## config.mk

```make
export PLATFORM = sky130hd
export DESIGN_NAME = ifetch_unit
export DESIGN_NICKNAME = d
export VERILOG_FILES = /design/src/rtl/ifetch_pkg.sv /design/src/rtl/ifetch_fifo.sv /design/src/rtl/ifetch_unit.sv
export SDC_FILE = /design/constraint.sdc
export NUM_CORES = 1
export LEC_CHECK = 0
export ABC_AREA = 1
export BUFFER_PORTS_ARGS = -buffer_cell sky130_fd_sc_hd__buf_2
export CAP_MARGIN = 40
export CORE_MARGIN = 3
export CORE_UTILIZATION = 45
export CTS_CLUSTER_SIZE = 10
export DETAILED_ROUTE_END_ITERATION = 12
export MAX_ROUTING_LAYER = met4
export PLACE_DENSITY = 0.75
export SYNTH_ARGS = -nofsm -noshare
export SYNTH_HDL_FRONTEND = slang
export SYNTH_SLANG_ARGS = --single-unit
export TNS_END_PERCENT = 10
```

## constraint.sdc

```tcl
create_clock -name clk -period 8.1 [get_ports clk]
set_input_delay 0.405 -clock clk [delete_from_list [all_inputs] [get_ports clk]]
set_output_delay 0.405 -clock clk [all_outputs]
set_load 0.1 [all_outputs]
```

## src/rtl/ifetch_pkg.sv

```systemverilog
// Shared types and widths for the instruction-fetch front end.
package ifetch_pkg;
    localparam int XLEN = 32;

    typedef enum logic [1:0] {
        PCSRC_SEQ  = 2'b00,
        PCSRC_BR   = 2'b01,
        PCSRC_JALR = 2'b10
    } pcsrc_e;

    typedef enum logic [1:0] {
        BOOT,
        RUN,
        DRAIN,
        HALT
    } ifetch_state_e;
endpackage

```

## src/rtl/ifetch_fifo.sv

```systemverilog
// In-order prefetch FIFO of {instr, pc}; flush empties it in one cycle, no write-to-read bypass.
module ifetch_fifo #(
    parameter int W     = 64,
    parameter int DEPTH = 2
) (
    input  logic                     clk,
    input  logic                     reset,
    input  logic                     flush,
    input  logic                     push,
    input  logic                     pop,
    input  logic [W-1:0]             din,
    output logic [W-1:0]             dout,
    output logic [$clog2(DEPTH):0]   count
);
    localparam int AW = $clog2(DEPTH);

    logic [W-1:0]  mem [DEPTH];
    logic [AW-1:0] rptr, wptr;
    logic          do_pop;

    assign do_pop = pop && (count != '0);
    assign dout   = mem[rptr];

    always_ff @(posedge clk) begin
        if (push && !flush && !reset) mem[wptr] <= din;
    end

    always_ff @(posedge clk) begin
        if (reset || flush) begin
            rptr  <= '0;
            wptr  <= '0;
            count <= '0;
        end else begin
            if (push)   wptr <= wptr + 1'b1;
            if (do_pop) rptr <= rptr + 1'b1;
            count <= count + (AW+1)'(push) - (AW+1)'(do_pop);
        end
    end
endmodule

```

## src/rtl/ifetch_unit.sv

```systemverilog
// Instruction-fetch front end: credit-limited imem requests, prefetch FIFO, redirect/discard handling.
// Optional misaligned-target trap and HALT state under IFETCH_MISALIGN_TRAP_EN.
module ifetch_unit #(
    parameter int unsigned     XLEN       = ifetch_pkg::XLEN,
    parameter logic [XLEN-1:0] RESET_PC   = '0,
    parameter int unsigned     FIFO_DEPTH = 2
) (
    input  logic            clk,
    input  logic            reset,
    output logic            imem_req,
    output logic [XLEN-1:0] imem_addr,
    input  logic            imem_gnt,
    input  logic            imem_rvalid,
    input  logic [XLEN-1:0] imem_rdata,
    output logic            instr_valid,
    input  logic            instr_ready,
    output logic [XLEN-1:0] instr,
    output logic [XLEN-1:0] instr_pc,
    output logic [XLEN-1:0] instr_pcplus4,
    input  logic [1:0]      PCSrc,
    input  logic [XLEN-1:0] PCTarget,
`ifdef IFETCH_MISALIGN_TRAP_EN
    output logic            misalign_err,
`endif
    input  logic [XLEN-1:0] ALUResult
);
    import ifetch_pkg::*;

    localparam int CW = $clog2(FIFO_DEPTH) + 1;

    ifetch_state_e   state, state_nxt;
    logic [XLEN-1:0] fetch_pc, resp_pc, target;
    logic [CW-1:0]   outstanding, out_nxt, discard, discard_nxt, count;
    logic            grant, resp, retire, redirect, push, drop;
    logic [2*XLEN-1:0] head;

    assign retire   = instr_valid && instr_ready;
    assign redirect = retire && (PCSrc == PCSRC_BR || PCSrc == PCSRC_JALR);
    assign grant    = imem_req && imem_gnt;
    // A response with nothing outstanding is a leftover from before reset.
    assign resp     = imem_rvalid && (outstanding != '0);
    assign drop     = redirect || (discard != '0);
    assign push     = resp && !drop;
    assign out_nxt  = outstanding + CW'(grant) - CW'(resp);

    assign imem_req  = (state == RUN) &&
                       (({1'b0, outstanding} + {1'b0, count}) < (CW+1)'(FIFO_DEPTH));
    assign imem_addr = fetch_pc;

    always_comb begin
        target = (PCSrc == PCSRC_JALR) ? {ALUResult[XLEN-1:1], 1'b0} : PCTarget;
`ifndef IFETCH_MISALIGN_TRAP_EN
        target[1:0] = 2'b00;
`endif
    end

    always_comb begin
        discard_nxt = discard;
        if (redirect)
            discard_nxt = out_nxt;
        else if (resp && discard != '0)
            discard_nxt = discard - 1'b1;
    end

`ifdef IFETCH_MISALIGN_TRAP_EN
    logic bad_tgt;
    assign bad_tgt = redirect && (target[1:0] != 2'b00);

    always_ff @(posedge clk) begin
        if (reset)        misalign_err <= 1'b0;
        else if (bad_tgt) misalign_err <= 1'b1;
    end
`endif

    always_comb begin
        state_nxt = state;
        case (state)
            BOOT:  state_nxt = RUN;
            RUN: begin
`ifdef IFETCH_MISALIGN_TRAP_EN
                if (bad_tgt)                          state_nxt = HALT;
                else
`endif
                if (redirect && out_nxt != '0)        state_nxt = DRAIN;
            end
            DRAIN: if (discard_nxt == '0)             state_nxt = RUN;
            default:                                  state_nxt = state;
        endcase
    end

    always_ff @(posedge clk) begin
        if (reset) begin
            state       <= BOOT;
            fetch_pc    <= RESET_PC;
            resp_pc     <= RESET_PC;
            outstanding <= '0;
            discard     <= '0;
        end else begin
            state       <= state_nxt;
            outstanding <= out_nxt;
            discard     <= discard_nxt;
            if (redirect) begin
                fetch_pc <= target;
                resp_pc  <= target;
            end else begin
                if (grant) fetch_pc <= fetch_pc + XLEN'(4);
                if (push)  resp_pc  <= resp_pc + XLEN'(4);
            end
        end
    end

    ifetch_fifo #(.W(2*XLEN), .DEPTH(FIFO_DEPTH)) u_fifo (
        .clk   (clk),
        .reset (reset),
        .flush (redirect),
        .push  (push),
        .pop   (retire && !redirect),
        .din   ({imem_rdata, resp_pc}),
        .dout  (head),
        .count (count)
    );

    assign instr_valid   = (count != '0);
    assign instr         = head[2*XLEN-1:XLEN];
    assign instr_pc      = head[XLEN-1:0];
    assign instr_pcplus4 = instr_pc + XLEN'(4);
endmodule

```

==> results of run 1 <==
-- layout make-up --
class                   count  area, um2
diodes                      1       2.50
clock buffers              17        425
clock inverters            15        148
fillers                  2269      10900
inverters                 167        627
multi-input cells        1050       5070
flip-flops and latches    195       5150
well taps                 319        399
repair buffers            231       1190
-- worst max-delay path by stage --
stage	from	to	slack (ps)	depth (start not counted)
after floorplan	u_fifo.count[1]$_SDFF_PP0_	u_fifo.mem[0][10]$_DFFE_PP_	1650	6
after global placement	register	instr_pcplus4[18]	4480	9
after detailed placement	register	instr_pcplus4[18]	4660	10
after CTS	register	instr_pcplus4[18]	4180	10
after global routing	register	instr_pcplus4[18]	3950	10
final	register	instr_pcplus4[18]	4220	10
-- power breakdown --
group / switching (mW) / internal [mW]
sequential: 0.213 / 1.26
combinational: 2.02 / 0.459
clock: 0.399 / 0.411
-- metrics by stage --
stage / setup WS, ps / instances
3_3_place_gp: 4480 / 1961
5_1_grt: 3950 / 1995
3_5_place_dp: 4660 / 1962
6_report: 4220 / 1995
2_1_floorplan: 1650 / 1465
4_1_cts: 4180 / 1994
-- kinds of logic after synthesis --
kind of cell / synth area share
XOR/XNOR: 0.0284
adder cells (fa/ha/maj): 0.0119
multiplexers: 0.0324
flip-flops: 0.463
AND/OR/NAND/NOR: 0.289
other: 0.000337
buffers and inverters: 0.0843
AO/OA/AOI/OAI: 0.0911
-- registers in the layout (all words and copies together), names as in the netlist, named ones only --
| name | cells |
|---|---|
| resp_pc | 30 |
| u_fifo.mem | 124 |
| discard | 2 |
| imem_addr | 30 |
| u_fifo.wptr | 1 |
| outstanding | 2 |
| state | 2 |
| u_fifo.count | 2 |
| u_fifo.rptr | 1 |
-- per-layer routing --
metal,up-vias,global-route usage,share of wire,wire [um]
li1,5077,-,-,-
met1,4345,0.277,0.44,12300
met2,359,0.349,0.47,13000
met3,53,0.0345,0.064,1780
met4,0,0.0692,0.024,677
met5,-,-,0,0
-- cell usage in the layout (no fill, tap or decap), drive strengths merged, types with 32 or more instances in the layout --
master,n
nand2,521
buf,231
nor2,181
inv,176
edfxtp,124
o21ai,80
dfxtp,71
nand3,68
a21oi,67
mux2,32
==> results.toml, run 1 <==
[synth]
synth_top_cell_area_share = 0.335
synth_seq_area_share = 0.463
postSynthCellCount = 1460
synthDominantAreaCellType = "edfxtp_1"
synth.most_common_cell = "nand2_1"
primary_ff_master_synth = "edfxtp_1"
synth_async_sr_flop_share = 0
total_standard_cell_area_after_synthesis_um2 = 11100
synth_top_cells_by_count = "nand2_1, nor2_1, inv_1"
average_cell_area_after_synthesis_um2 = 7.61
synthesis.yosys.warnings = 0
synth_area_leaders = "edfxtp_1, nand2_1, dfxtp_1, nor2_1, inv_1"
synth-edff-count = 124
synth.ff_latch_count = 195
netlist-cell-type-count = 41

[grt]
largest_net_degree_at_the_start_of_global_routing = 69
antenna_found_initial = 1
first_global_vias = 9377
gr-usage-all-layers = 0.215
grt_overflow_total = 0
grt_pass1_wl_mm = 44.8

[setup_path]
setup.worst_path.start_class = "register"
cp_data_arrival_time_ps = 3470
critical_path.top_delay_family = "buffers and inverters"
timing.rr.start = "u_fifo.count[1]$_SDFF_PP0_"
reg2reg_slack_ps = 5380
cells_on_worst_reg2reg_path = 7
crit_buf_inv = 3
timing.setup.critical_path_class = "reg -> out"
cpPeakStageDelay_ps = 610
cp_cell_sequence = "buf_4, buf_12, nor2_1, a21oi_2, ha_1, nand3_2, nor2_2, nand2_1, xnor2_1, buf_2"
critical_path_rt_ps = 7700
cp_max_fo = 53
cp-end-kind = "primary output"
slowest_stage = "dfxtp_4"
reg2reg_to = "u_fifo.mem[0][17]$_DFFE_PP_"

[min_path]
whs_endpoint = "u_fifo.mem[1][42]$_DFFE_PP_"
hold_path.class = "in -> reg"
holdPathStages = 1
hold_start = "imem_rdata[10]"

[clocking]
clock_insertion_delay_worst_skew_ps = 430
clk_pin_slew_ps = 70
clock_sink_count = 195
cts_hold_repair.buffers = 0
cts_tree = "done"
cts-htree-levels = 4
postCtsResizedCells = 0
cts_root_buf = "clkbuf_16"
postCtsSetupRepairBufs = 0
cts_made_buffers = 17
clock_tree.buffer_depth = 2

[finish]
nNetsFinal = 1775
drive_gt1_frac = 0.207
layout-area-overhead-vs-synth_pct = 17.0
postLayoutCellArea_um2 = 13000
fin_util = 0.545

[floorplanning]
design.portCount = 233
floorplan.rows = 56
floorplan.initialDensity = 0.465
fp.dieArea_um2 = 26600
die_x_um = 163
floorplan.core_area_um2 = 23900
die-height_um = 163

[routing]
detailroute.via_count = 9834
detail_route.iter0.violations = 589
routed_wire_length_per_instance_um = 13.9
first_pass_iters = 6
drtAntennaViolNets = 0
detail_route.vias_per_cell = 4.93
drc_errors = 0
finalWirelength_mm = 27.8

[power_and_ir_drop]
cellPowerDensity_nw_per_um2 = 366
power_leakage_nw = 5.69
peakVddDrop_mv = 0.290
fin_total_pwr_mw = 4.76

[placement]
dp.final_hpwl_mm = 21.1
finalWeightedCongestion = 0.978
dpl-instance-area_um2 = 12400
numPortBuffers = 222

[sta]
timing.clock.skew_ps = 14.4
min_period_over_period = 0.479
final-max-slew-violation-count = 0
setup_viol_count_final = 0
final.min_clock_period_ps = 3880
unrepaired_setup_endpoints_after_global_routing = "false"
tightestPinTransition_ps = 838
tns_ps = 0
final_hold_viol_count = 0
fmax_mhz = 258
slew_headroom = 0.441
timing.hold.ws_ps = 156

[flow_run]
cap_viol_max_count = 0

[status]
status = "finished clean"
(Power assumes the default switching activity.)
==> run 2: changes to the inputs <==
==> constraint.sdc (replaced) <==
create_clock -name clk -period 3.6 [get_ports clk]
set_input_delay 0.18 -clock clk [delete_from_list [all_inputs] [get_ports clk]]
set_output_delay 0.18 -clock clk [all_outputs]
set_load 0.1 [all_outputs]
==> results.toml, run 2 (synthesized netlist as in run 1, its figures left out) <==
[status]
status = "finished clean"

[setup_path]
slowest_stage = "dfxtp_4"
cp_data_arrival_time_ps = 3140
setup.worst_path.start_class = "register"
cp_max_fo = 70
cp_cell_sequence = "buf_4, nand2_1, o21ai_1, nand2_1, nor2_1, nand2_1, nor2_1, nand3_1, nand2_1, buf_2"
timing.rr.start = "outstanding[0]$_SDFF_PP0_"
reg2reg_slack_ps = 1010
timing.setup.critical_path_class = "reg -> out"
cells_on_worst_reg2reg_path = 16
timing.critical_path.mode_cell = "nand2_1"
cp-end-kind = "primary output"
cpPeakStageDelay_ps = 890
critical_path_rt_ps = 3420
reg2reg_to = "state[1]$_SDFFE_PP0P_"

[clocking]
clock_tree.buffer_depth = 2
cts_root_buf = "clkbuf_16"
clock_sink_count = 195
clock_insertion_delay_worst_skew_ps = 440
cts_made_buffers = 17
cts-htree-levels = 4
cts_tree = "done"
postCtsResizedCells = 0
clk_pin_slew_ps = 80

[floorplanning]
floorplan.initialDensity = 0.465
die_x_um = 163
fp.dieArea_um2 = 26600
design.portCount = 233
floorplan.rows = 56
die-height_um = 163
floorplan.core_area_um2 = 23900

[routing]
detail_route.vias_per_cell = 4.97
routed_wire_length_per_instance_um = 14.4
drtAntennaViolNets = 0
detail_route.iter0.violations = 664
detailroute.via_count = 10100
first_pass_iters = 5
finalWirelength_mm = 29.2
drc_errors = 0

[placement]
dp.final_hpwl_mm = 21.7
worst_slack_placed_ps = 750
dpl-instance-area_um2 = 12600
finalWeightedCongestion = 0.917
numPortBuffers = 222
placedCellCount = 1963

[min_path]
hold_start = "instr_ready"
hold_path.class = "in -> reg"
holdPathStages = 4

[sta]
tns_ps = 0
tightestPinTransition_ps = 899
setup_viol_count_final = 0
fmax_mhz = 302
timing.clock.skew_ps = 12.5
slew_headroom = 0.400
final_critical_path_setup_slack_ps = 284
final.min_clock_period_ps = 3320
unrepaired_setup_endpoints_after_global_routing = "false"
final-max-slew-violation-count = 0
final_hold_viol_count = 0
min_period_over_period = 0.921

[grt]
gr-usage-all-layers = 0.224
grt_pass1_wl_mm = 46.3
largest_net_degree_at_the_start_of_global_routing = 71
first_global_vias = 9388
antenna_found_initial = 0
grt_overflow_total = 0

[finish]
num_antenna_cells = 0
largest-register = "u_fifo.mem"
layout-area-overhead-vs-synth_pct = 21.7
drive_gt1_frac = 0.211
final_cells = 2027
fin_util = 0.566
fill_cells = 2221
postLayoutCellArea_um2 = 13500
nNetsFinal = 1808
flip_flop_count_of_the_largest_register_after_layout = 124
mostFrequentLayoutCells = "nand2_1, buf_2, nor2_1"
mostFrequentLayoutCell = "nand2_1"

[power_and_ir_drop]
cellPowerDensity_nw_per_um2 = 815
power_leakage_nw = 5.89
peakVddDrop_mv = 0.805

[flow_run]
cap_viol_max_count = 0
[run 2: metal layers]
metal  up-vias  wire length [um]  track usage
met5         -                 0            -
met4         0               592       0.0615
met3        44              1790       0.0365
met2       352             13600        0.363
met1      4551             13200        0.294
li1       5130                 -            -
[run 2: worst max path at each step]
stage,end,cells past startpoint
after detailed placement,instr_pcplus4[29],10
after global placement,instr_pcplus4[18],10
after global routing,instr_pcplus4[27],10
after floorplan,instr_pcplus4[18],9
final,instr_pcplus4[27],10
after CTS,instr_pcplus4[27],10
[run 2: layout make-up]
| class | instances | area, um2 | share of cell area |
|---|---|---|---|
| Clock inverter | 15 | 223 | 0.0165 |
| Sequential cell | 195 | 5150 | 0.380 |
| Inverter | 167 | 627 | 0.0463 |
| Multi-Input combinational cell | 1050 | 5180 | 0.383 |
| Timing Repair Buffer | 264 | 1530 | 0.113 |
| Tap cell | 319 | 399 | 0.0295 |
| Clock buffer | 17 | 425 | 0.0314 |
[run 2: timing repair]
item / in CTS / in global routing
hold buffers: 32 / 0
setup buffers: 0 / 0
endpoints found under the hold margin: 64 / 0
[run 2: worst max-delay path: cells and delay by family (launching register included)]
kind	cells	cell delay [ps]
DFF	1	890
and+or+nand+nor	7	800
buffers and inverters	2	790
AOI/OAI and AO/OA	1	190
[run 2: report_power, final]
group          switching [mW]  internal, mW
registers               0.513          2.83
logic                    4.59          1.08
clock network            1.02         0.986
total                    6.13          4.90
[run 2: per-stage QoR]
stage	hold slack (ps)	power (mW)
after floorplan	279	8.07
after global placement	368	8.93
after detailed placement	372	9.02
after CTS	97.6	11.1
after global routing	112	11.6
final	114	11.0
